$ cat src/rtl/ladner_fischer_adder_16bit.sv
// 16-bit Ladner-Fischer prefix adder with registered sum and carry-out.
// Four explicit prefix levels. P is only kept for groups that do not yet reach bit 0.
module ladner_fischer_adder_16bit (
  input  logic        clk,
  input  logic        rst,
  input  logic [15:0] A,
  input  logic [15:0] B,
  output logic [15:0] Sum,
  output logic        Cout
);

  logic [4:0][15:0] w_g;
  logic [15:0]      w_p0;
  logic [15:2]      w_p1;
  logic [15:4]      w_p2;
  logic [15:8]      w_p3;
  logic [15:0]      w_sum;
  logic [15:0]      r_sum;
  logic             r_cout;

  assign w_g[0] = A & B;
  assign w_p0   = A ^ B;

  // Each level combines node i with node (block base - 1) when bit l of i is set.
  // A cell is gray once its group reaches bit 0 (i < 2^(l+1)).
  for (genvar i = 0; i < 16; i++) begin : g_lvl0
    if (i[0]) begin : g_cell
      assign w_g[1][i] = w_g[0][i] | (w_p0[i] & w_g[0][i-1]);
      if (i >= 2) begin : g_blk
        assign w_p1[i] = w_p0[i] & w_p0[i-1];
      end
    end else begin : g_pass
      assign w_g[1][i] = w_g[0][i];
      if (i >= 2) begin : g_pp
        assign w_p1[i] = w_p0[i];
      end
    end
  end

  for (genvar i = 0; i < 16; i++) begin : g_lvl1
    localparam int J = ((i >> 1) << 1) - 1;
    if (i[1]) begin : g_cell
      assign w_g[2][i] = w_g[1][i] | (w_p1[i] & w_g[1][J]);
      if (i >= 4) begin : g_blk
        assign w_p2[i] = w_p1[i] & w_p1[J];
      end
    end else begin : g_pass
      assign w_g[2][i] = w_g[1][i];
      if (i >= 4) begin : g_pp
        assign w_p2[i] = w_p1[i];
      end
    end
  end

  for (genvar i = 0; i < 16; i++) begin : g_lvl2
    localparam int J = ((i >> 2) << 2) - 1;
    if (i[2]) begin : g_cell
      assign w_g[3][i] = w_g[2][i] | (w_p2[i] & w_g[2][J]);
      if (i >= 8) begin : g_blk
        assign w_p3[i] = w_p2[i] & w_p2[J];
      end
    end else begin : g_pass
      assign w_g[3][i] = w_g[2][i];
      if (i >= 8) begin : g_pp
        assign w_p3[i] = w_p2[i];
      end
    end
  end

  for (genvar i = 0; i < 16; i++) begin : g_lvl3
    if (i[3]) begin : g_cell
      assign w_g[4][i] = w_g[3][i] | (w_p3[i] & w_g[3][7]);
    end else begin : g_pass
      assign w_g[4][i] = w_g[3][i];
    end
  end

  assign w_sum = w_p0 ^ {w_g[4][14:0], 1'b0};

  always_ff @(posedge clk or posedge rst) begin
    if (rst) begin
      r_sum  <= 16'h0000;
      r_cout <= 1'b0;
    end else begin
      r_sum  <= w_sum;
      r_cout <= w_g[4][15];
    end
  end

  assign Sum  = r_sum;
  assign Cout = r_cout;

endmodule

$ cat config.mk
export PLATFORM = sky130hd
export DESIGN_NAME = ladner_fischer_adder_16bit
export DESIGN_NICKNAME = d
export VERILOG_FILES = /design/src/rtl/ladner_fischer_adder_16bit.sv
export SDC_FILE = /design/constraint.sdc
export NUM_CORES = 1
export LEC_CHECK = 0
export CAP_MARGIN = 20
export CORE_MARGIN = 2
export CORE_UTILIZATION = 30
export DETAILED_ROUTE_END_ITERATION = 10
export PLACE_DENSITY = 0.63
export SLEW_MARGIN = 5
export SYNTH_ARGS = -nofsm -noshare
export SYNTH_HDL_FRONTEND = slang
export SYNTH_SLANG_ARGS = --single-unit
$ cat constraint.sdc
create_clock -name clk -period 0.8 [get_ports clk]
set_clock_uncertainty 0.15 [all_clocks]
set_input_delay 0.08 -clock clk [delete_from_list [all_inputs] [get_ports clk]]
set_output_delay 0.08 -clock clk [all_outputs]
set_load 0.05 [all_outputs]
==> results_dict.tcl <==
set metrics [dict create \
    syn_area_per_cell_um2 11.6 \
    cp.required_ns 0.83 \
    grt_pass1_wl_mm 4.75 \
    place_area_um2 2100 \
    ys_warn_count 0 \
    relSlewSlack_pct 81.6 \
    die-area_um2 4140 \
    dr_total_vias 1071 \
    violations "hold timing, setup timing" \
    setup_tns_ns -16.89 \
    cts_sinks 17 \
    setup_viol 32 \
    core_area_um2 3420 \
    dp.final_hpwl_mm 2.36 \
    cts_tree "built" \
    area.growth.synth_to_final_pct 117 \
    hold_class "in -> reg" \
    grt_pass1_vias 1102 \
    layout.nets 236 \
    num_rows 21 \
    min_to "Sum[0]$_DFF_PP0_" \
    timing.final.crit_share_pct 238 \
    netlist_instances 94 \
    stdcell_area_um2 2370 \
    dr.pass1.iters 4 \
    power.leakage_nw 1.12 \
    ir_worst_vdd_uv 567 \
    max_freq_mhz 525 \
    grt_max_degree 18 \
    synth_edf_count 0 \
    gr-usage-all-layers_pct 14.8 \
    vias_per_cell 4.70 \
    antenna_found_initial 0 \
    worst_ep_arrival_time_ns 1.93 \
    drv_slew 0 \
    yosysMostFrequentCell "dfrtp_1" \
    finalPower_mw 4.03 \
    ys_async_sr_fraction_pct 100 \
    yosysSeqAreaShare_pct 38.9 \
    dpl_worst_slack_ns -1.81 \
    routabilityCongestion 0.823 \
    path_clk_slew_ns 0.10 \
    die_h_um 64.3 \
    drv_cap 0 \
    status "finished, violations left" \
    cp-end-kind "flop" \
    synth_top_area_share_pct 38.9 \
    min-delay-start "B[0]" \
    powerDensity_nw_per_um2 1700 \
    syn_nets 147 \
    whs_ns -0.155 \
    worst-setup-path-type "in -> reg" \
    worstMarginPinSlew_ns 0.272 \
    synthTopCellsByArea "dfrtp_1 39%, ha_1 17%, fa_1 7.3%" \
    drtAntennaViolNets 0 \
    hold_violations 19 \
    whs_path_depth 2 \
    synth.distinct_cells 36 \
    synth_flop_cell "dfrtp_1" \
    synth_area_um2 1090 \
    grt_remaining_overflow 0 \
    clockRootBuffer "clkbuf_4" \
    drt-total-wl_mm 3.03 \
    synthTopCellsByCount "17 x dfrtp_1, 15 x ha_1, 7 x xor2_1, 6 x nor2_1, 5 x inv_1" \
    drtIter0Drc 22 \
    crit_path_max_fanout 3 \
    initial_core_util_pct 32.0 \
    rsz0062_at_grt "yes" \
    synth-seq-cells 17 \
    period_needed_ns 1.90 \
    cts_max_path_buffers 2 \
    die_w_um 64.3 \
    yosys.area.top_type "dfrtp_1" \
    cts_buffers 3 \
    drive_gt1_share_pct 61.0 \
    htreeDepth 1 \
    worst_slack_ns -1.10 \
    n_antenna_cell 0 \
    portBuffers 50 \
    critPathLaunchType "input port" \
    ios 51 \
    drc 0 \
    routedWlPerCell_um 13.3 \
]
-- sequential cells by signal (all words and copies together) (netlist names) --
register	count
Sum	16
Cout	1
-- cells by family (layout without fill, tap and decap cells) --
group,Yosys count,after routing,share of synthesized area [%]
flip-flops,17,17,38.9
adder cells (fa/ha/maj),19,19,24.5
AND/OR/NAND/NOR,20,20,11.1
AO/OA/AOI/OAI,24,24,16.5
XOR/XNOR,9,9,7.22
buffers and inverters,5,93,1.72
-- how the worst max path moves through the flow --
stage,start,endpoint,cells after the start
2_1_floorplan,A[0],Sum[9]$_DFF_PP0_,8
3_3_place_gp,A[0],Sum[9]$_DFF_PP0_,9
3_5_place_dp,A[0],Sum[9]$_DFF_PP0_,9
4_1_cts,B[0],Sum[9]$_DFF_PP0_,9
5_1_grt,A[0],Sum[9]$_DFF_PP0_,9
6_report,A[0],Sum[9]$_DFF_PP0_,9
-- stage by stage --
step	instances	utilization (%)
finish	228	69.3
global route	228	69.3
CTS	225	65.4
detailed placement	219	61.4
global placement	219	61.4
floorplan	94	-
-- repair_timing --
| action | CTS | global route |
|---|---|---|
| endpoints found under the setup margin | 33 | 32 |
| pin swaps | 23 | 28 |
| resized for setup | 42 | 30 |
| hold endpoints to repair | 18 | 19 |
| setup buffers | 3 | 5 |
-- worst max-delay path: stages --
cell and delay (ns):
buf_6 0.10, ha_4 0.15, fa_2 0.37, a211oi_4 0.25, o21ai_2 0.10, a21o_1 0.17
a21o_2 0.20, fa_2 0.35, xor2_1 0.15
-- placed cells by master (no fill, tap or decap), types with 6 or more instances in the layout --
cell	n
buf_4	29
clkdlybuf4s50_1	9
dlygate4sd2_1	10
ha_4	7
ha_1	7
buf_6	6
buf_12	18
dfrtp_2	16
dlymetal6s2s_1	9
xor2_1	7
-- power by group --
part	internal, mW	switching [mW]
sequential	1.05	0.140
clock	0.186	0.275
combinational	1.25	1.13
total	2.49	1.54
-- area by class of cell --
class | count | area, um^2
Tap cell | 46 | 57.6
Inverter | 5 | 18.8
Fill cell | 246 | 1050
Multi-Input combinational cell | 72 | 861
Sequential cell | 17 | 445
Timing Repair Buffer | 84 | 956
Clock buffer | 3 | 22.5
Clock inverter | 1 | 5.00
-- layer usage --
metal / wire, um / track usage [%] / vias to the layer above
met5: 0 / 0 / -
met4: 44 / 7.18 / 0
met3: 103 / 2.64 / 4
met2: 1630 / 25.0 / 32
met1: 1260 / 18.1 / 519
li1: - / - / 516
No activity file was read; power rests on OpenSTA's default activity.
